## src/rtl/mem_port_arbiter_pkg.sv

```systemverilog
// Shared types and widths for the instruction/data memory port arbiter.
package mem_port_arbiter_pkg;

  // Existing CPU bus widths (InstAddressBus / InstDataBus).
  localparam int unsigned INST_ADDR_BUS_W = 32;
  localparam int unsigned INST_DATA_BUS_W = 32;

  typedef enum logic [1:0] {
    ARB_IDLE   = 2'd0,
    ARB_ACCESS = 2'd1,
    ARB_RESP   = 2'd2
  } arb_state_t;

  typedef enum logic {
    ARB_PORT_IF = 1'b0,
    ARB_PORT_DM = 1'b1
  } arb_port_t;

  // Counter width able to hold WAIT_CYCLES-1 (at least one bit).
  function automatic int unsigned wait_cnt_w(input int unsigned wait_cycles);
    return (wait_cycles > 1) ? $clog2(wait_cycles) : 1;
  endfunction

endpackage

```

## src/rtl/mem_port_arbiter_wait_counter.sv

```systemverilog
// Memory wait-state counter: loads WAIT_CYCLES-1 on start, counts down,
// and flags done in the cycle the count reaches zero.
module mem_port_arbiter_wait_counter
  import mem_port_arbiter_pkg::*;
#(
  parameter int unsigned WAIT_CYCLES = 1
) (
  input  logic clk,
  input  logic rst,
  input  logic i_start,
  output logic o_done_c
);

  localparam int unsigned CNT_W = wait_cnt_w(WAIT_CYCLES);

  logic [CNT_W-1:0] r_cnt;
  logic             r_busy;

  // Load on start, then count down until the final wait cycle.
  always_ff @(posedge clk) begin
    if (rst) begin
      r_cnt  <= '0;
      r_busy <= 1'b0;
    end else if (i_start) begin
      r_cnt  <= CNT_W'(WAIT_CYCLES - 1);
      r_busy <= 1'b1;
    end else if (r_busy) begin
      if (r_cnt == '0) begin
        r_busy <= 1'b0;
      end else begin
        r_cnt <= r_cnt - CNT_W'(1);
      end
    end
  end

  assign o_done_c = r_busy & (r_cnt == '0);

endmodule

```

## src/rtl/mem_port_arbiter.sv

```systemverilog
// Arbiter sharing one single-port memory between the fetch (if) and data (dm)
// ports. Optional macro ARB_ROUND_ROBIN_EN: alternate grants under contention;
// without it the data port always wins.
module mem_port_arbiter
  import mem_port_arbiter_pkg::*;
#(
  parameter int unsigned ADDR_W      = INST_ADDR_BUS_W,
  parameter int unsigned DATA_W      = INST_DATA_BUS_W,
  parameter int unsigned WAIT_CYCLES = 1
) (
  input  logic                clk,
  input  logic                rst,
  input  logic                if_req_i,
  input  logic [ADDR_W-1:0]   if_addr_i,
  output logic [DATA_W-1:0]   if_data_o,
  output logic                if_ack_o,
  input  logic                dm_req_i,
  input  logic                dm_we_i,
  input  logic [ADDR_W-1:0]   dm_addr_i,
  input  logic [DATA_W-1:0]   dm_wdata_i,
  input  logic [DATA_W/8-1:0] dm_sel_i,
  output logic [DATA_W-1:0]   dm_rdata_o,
  output logic                dm_ack_o,
  output logic                mem_ce_o,
  output logic                mem_we_o,
  output logic [ADDR_W-1:0]   mem_addr_o,
  output logic [DATA_W-1:0]   mem_wdata_o,
  output logic [DATA_W/8-1:0] mem_sel_o,
  input  logic [DATA_W-1:0]   mem_rdata_i,
  output logic                stall_req_o
);

  arb_state_t r_state;
  arb_port_t  r_grant;
  logic       w_any_req;
  logic       w_grant_dm;
  logic       w_start;
  logic       w_done;

  assign w_any_req = if_req_i | dm_req_i;

`ifdef ARB_ROUND_ROBIN_EN
  arb_port_t r_last_grant;

  // Contention goes to the port not served last; a lone requester always wins.
  assign w_grant_dm = (if_req_i & dm_req_i) ? (r_last_grant == ARB_PORT_IF) : dm_req_i;

  // Remember the most recent grant.
  always_ff @(posedge clk) begin
    if (rst) begin
      r_last_grant <= ARB_PORT_IF;
    end else if (w_start) begin
      r_last_grant <= w_grant_dm ? ARB_PORT_DM : ARB_PORT_IF;
    end
  end
`else
  // Data port wins contention to break the fetch/load structural hazard.
  assign w_grant_dm = dm_req_i;
`endif

  assign w_start = (r_state == ARB_IDLE) & w_any_req;

  mem_port_arbiter_wait_counter #(
    .WAIT_CYCLES (WAIT_CYCLES)
  ) u_wait_counter (
    .clk      (clk),
    .rst      (rst),
    .i_start  (w_start),
    .o_done_c (w_done)
  );

  // Arbitration FSM with registered memory controls, acks and read data.
  always_ff @(posedge clk) begin
    if (rst) begin
      r_state     <= ARB_IDLE;
      r_grant     <= ARB_PORT_IF;
      if_data_o   <= '0;
      if_ack_o    <= 1'b0;
      dm_rdata_o  <= '0;
      dm_ack_o    <= 1'b0;
      mem_ce_o    <= 1'b0;
      mem_we_o    <= 1'b0;
      mem_addr_o  <= '0;
      mem_wdata_o <= '0;
      mem_sel_o   <= '0;
    end else begin
      if_ack_o <= 1'b0;
      dm_ack_o <= 1'b0;
      case (r_state)
        ARB_IDLE: begin
          if (w_any_req) begin
            r_state  <= ARB_ACCESS;
            mem_ce_o <= 1'b1;
            if (w_grant_dm) begin
              r_grant     <= ARB_PORT_DM;
              mem_we_o    <= dm_we_i;
              mem_addr_o  <= dm_addr_i;
              mem_wdata_o <= dm_wdata_i;
              mem_sel_o   <= dm_sel_i;
            end else begin
              r_grant     <= ARB_PORT_IF;
              mem_we_o    <= 1'b0;
              mem_addr_o  <= if_addr_i;
              mem_wdata_o <= '0;
              mem_sel_o   <= '1;
            end
          end
        end
        ARB_ACCESS: begin
          if (w_done) begin
            r_state  <= ARB_RESP;
            mem_ce_o <= 1'b0;
            mem_we_o <= 1'b0;
            if (r_grant == ARB_PORT_DM) begin
              dm_ack_o <= 1'b1;
              if (!mem_we_o) begin
                dm_rdata_o <= mem_rdata_i;
              end
            end else begin
              if_ack_o  <= 1'b1;
              if_data_o <= mem_rdata_i;
            end
          end
        end
        ARB_RESP: begin
          r_state <= ARB_IDLE;
        end
        default: begin
          r_state <= ARB_IDLE;
        end
      endcase
    end
  end

  assign stall_req_o = w_any_req & ~(if_ack_o | dm_ack_o);

endmodule

```

## config.mk

```make
export PLATFORM = sky130hd
export DESIGN_NAME = mem_port_arbiter
export DESIGN_NICKNAME = d
export VERILOG_FILES = /design/src/rtl/mem_port_arbiter_pkg.sv /design/src/rtl/mem_port_arbiter_wait_counter.sv /design/src/rtl/mem_port_arbiter.sv
export SDC_FILE = /design/constraint.sdc
export NUM_CORES = 1
export LEC_CHECK = 0
export BUFFER_PORTS_ARGS = -buffer_cell sky130_fd_sc_hd__buf_2
export CAP_MARGIN = 20
export CORE_ASPECT_RATIO = 1.5
export CORE_UTILIZATION = 50
export DETAILED_ROUTE_END_ITERATION = 16
export PLACE_DENSITY = 0.94
export SLEW_MARGIN = 20
export SYNTH_ARGS = -nofsm -noshare
export SYNTH_HDL_FRONTEND = slang
export SYNTH_SLANG_ARGS = --single-unit
```

## constraint.sdc

```tcl
create_clock -name clk -period 2.76 [get_ports clk]
set_input_delay 0 -clock clk [delete_from_list [all_inputs] [get_ports clk]]
set_output_delay 0 -clock clk [all_outputs]
set_load 0.01 [all_outputs]
```

==> results_dict.tcl <==
set metrics [dict create \
    status "complete, no violations" \
    ctsResizeCount 0 \
    grt_pass1_wl_um 35910 \
    num-fill-cells 586 \
    cp-end-kind "register" \
    finalHoldViolations 0 \
    antenna_found_initial 1 \
    ctsHoldBuffers 131 \
    fin_nets 1134 \
    diodes 0 \
    tightest_slew_ps 1005 \
    cts.sinks 140 \
    layout-drive-gt1-share 0.3389 \
    syn_nets 759 \
    vias_per_cell 5.741 \
    grt.total_usage 0.4079 \
    cp-start-kind "register" \
    r2r_slack_ps 500 \
    syn_area_um2 5673 \
    crit_fanout 17 \
    rsz0062_at_grt "no" \
    synth_top_cell_by_area "dfxtp_1" \
    io_pins 274 \
    cts_buffers 17 \
    port_buffers 273 \
    fmax_mhz 441.9 \
    via_count 6637 \
    r2r-end "dm_rdata_o[29]" \
    grt_pass1_vias 6900 \
    multiInputGateArea_um2 2594 \
    post-dp-hpwl_um 11160 \
    cts_setup_buffers 0 \
    setup_violations 0 \
    required_ps 3010 \
    synth-seq-cells 140 \
    grt_max_degree 81 \
    final_core_util 0.8069 \
    dp_slack_ps 901.0 \
    slew_headroom 0.3300 \
    drtPass1Iterations 5 \
    clock_latency_ps 410 \
    hold_slack_ps 91.46 \
    power.density_nw_per_um2 605.3 \
    path_clk_slew_ps 60 \
    dieWidth_um 88.97 \
    drt_iter0_drc 466 \
    period_share 0.8199 \
    cts_root_buffer "clkbuf_16" \
    regArea_um2 2803 \
    arrival_ps 2520 \
    dieArea_um2 11780 \
    globalplace.congestion 0.8177 \
    hp-start "dm_addr_i[10]" \
    syn_avg_cell_area_um2 9.120 \
    min_to "mem_addr_o[10]" \
    fin_skew_ps 9.946 \
    design_area_um2 8921 \
    cts_tree "yes" \
    maxSlewViolCount 0 \
    yosysTopAreaCellShare 0.4940 \
    grt.overflow.total 0 \
    syn_inst 622 \
    synthDistinctLibCells 29 \
    ant_nets 0 \
    setup_ws_ps 497.2 \
    wl_per_cell_um 20.25 \
    reg2reg_depth 3 \
    core-area_um2 11060 \
    min_path_type "in -> reg" \
    synth_area_leaders "dfxtp_1 49%, mux2i_1 11%, a21oi_1 9.2%, nand2_1 6.6%, nand2b_1 5.0%" \
    peakVddDrop_mv 0.4363 \
    yosys_warnings 0 \
    worstHoldPathCells 3 \
    fin_setup_tns_ps 0 \
    leakagePower_nw 4.177 \
    fin_crit_ps 2263 \
    initial_core_util 0.5131 \
    area_delta_synth_final_pct 57.26 \
    crit_type "reg -> reg" \
    rows 47 \
    dieHeight_um 132.5 \
    timing.rr.start "r_state[0]" \
    drc 0 \
    clockBufferDepth 2 \
    place_area_um2 7029 \
    ctsHtreeMaxLevel 4 \
    drv_cap 0 \
    routed_wl_um 23410 \
    synth-seq-area-share 0.4940 \
]
cell families (layout without fill, tap and decap cells):
family,after synthesis,after routing,synth area share
flip-flops,140,140,0.4940
multiplexers,64,64,0.1129
buffers and inverters,57,444,0.05161
AO/OA/AOI/OAI,170,170,0.1645
AND/OR/NAND/NOR,191,191,0.1769
registers in the layout (all words and copies together) (netlist names):
name / cells
mem_wdata_o: 32
mem_we_o: 1
if_data_o: 32
r_grant: 1
mem_ce_o: 1
mem_addr_o: 32
dm_ack_o: 1
dm_rdata_o: 32
mem_sel_o: 4
r_state: 2
u_wait_counter.r_busy: 1
if_ack_o: 1
worst max-delay path: stages, from the launching register on:
cell	delay (ps)
dfxtp_1	570
nand3b_4	150
or3b_1	790
mux2i_1	590
layout make-up:
cell class,count,share of cell area
multi-input combinational,425,0.2907
clock inverter,13,0.01585
timing repair buffer,413,0.3094
tap,147,0.02062
sequential,140,0.3142
clock buffer,18,0.04923
where the power goes:
group | internal [mW] | switching, mW | total [mW]
clock network | 1.35 | 0.900 | 2.25
registers | 2.14 | 0.0809 | 2.22
logic | 0.434 | 0.490 | 0.924
cell usage after synthesis:
cell	instances
or2b_2	18
a21oi_1	104
nand4bb_1	1
and2_1	1
buf_4	2
or3b_1	1
buf_6	6
nor3_1	6
o21ai_0	33
nor2b_1	1
or2b_1	1
nor3b_1	1
or3b_2	2
nand2b_1	45
a211oi_1	32
nor2_1	9
mux2i_1	64
buf_2	8
nand2_1	99
o31ai_1	1
and4bb_2	1
buf_1	1
buf_12	1
or2_2	2
nand3b_4	1
clkbuf_1	39
nor3b_2	1
dfxtp_1	140
nor2_2	1
placed cells by master, fill, tap and decap left out, types with 2 or more instances in the layout:
| cell type | instances |
|---|---|
| or2b_2 | 18 |
| bufinv_16 | 2 |
| buf_2 | 272 |
| mux2i_1 | 64 |
| clkinv_2 | 3 |
| or2_2 | 2 |
| clkbuf_16 | 17 |
| dlygate4sd3_1 | 131 |
| nor2_1 | 7 |
| clkinv_4 | 3 |
| a21oi_1 | 104 |
| clkinvlp_4 | 3 |
| o21ai_0 | 33 |
| nor2_2 | 3 |
| buf_4 | 9 |
| inv_6 | 2 |
| a211oi_1 | 32 |
| nand2_1 | 99 |
| nor3_1 | 6 |
| or3b_2 | 2 |
| dfxtp_1 | 140 |
| nand2b_1 | 45 |
metrics by stage:
stage          power (mW)  instances
4_1_cts             5.312       1156
3_3_place_gp        2.913        994
5_1_grt             5.567       1156
3_5_place_dp        2.938        994
2_1_floorplan       2.646        622
6_report            5.400       1156
worst max path at each step:
stage                           from              to  slack, ps
after floorplan           r_state[1]  mem_addr_o[10]       1270
after global placement    r_state[0]  dm_rdata_o[23]        970
after detailed placement  r_state[0]  dm_rdata_o[18]        900
after CTS                 r_state[0]  dm_rdata_o[16]        880
after global routing      r_state[0]  dm_rdata_o[29]        410
final                     r_state[0]  dm_rdata_o[29]        500
metal layers:
metal  track usage  share of wire  wire (um)  vias up
li1              -              -          -     2881
met1        0.3818           0.33       7665     3093
met2        0.6577           0.50      11800      504
met3        0.1940          0.094       2191      159
met4        0.3316          0.075       1746        0
met5             0              0          0        -
(Power assumes the default switching activity.)
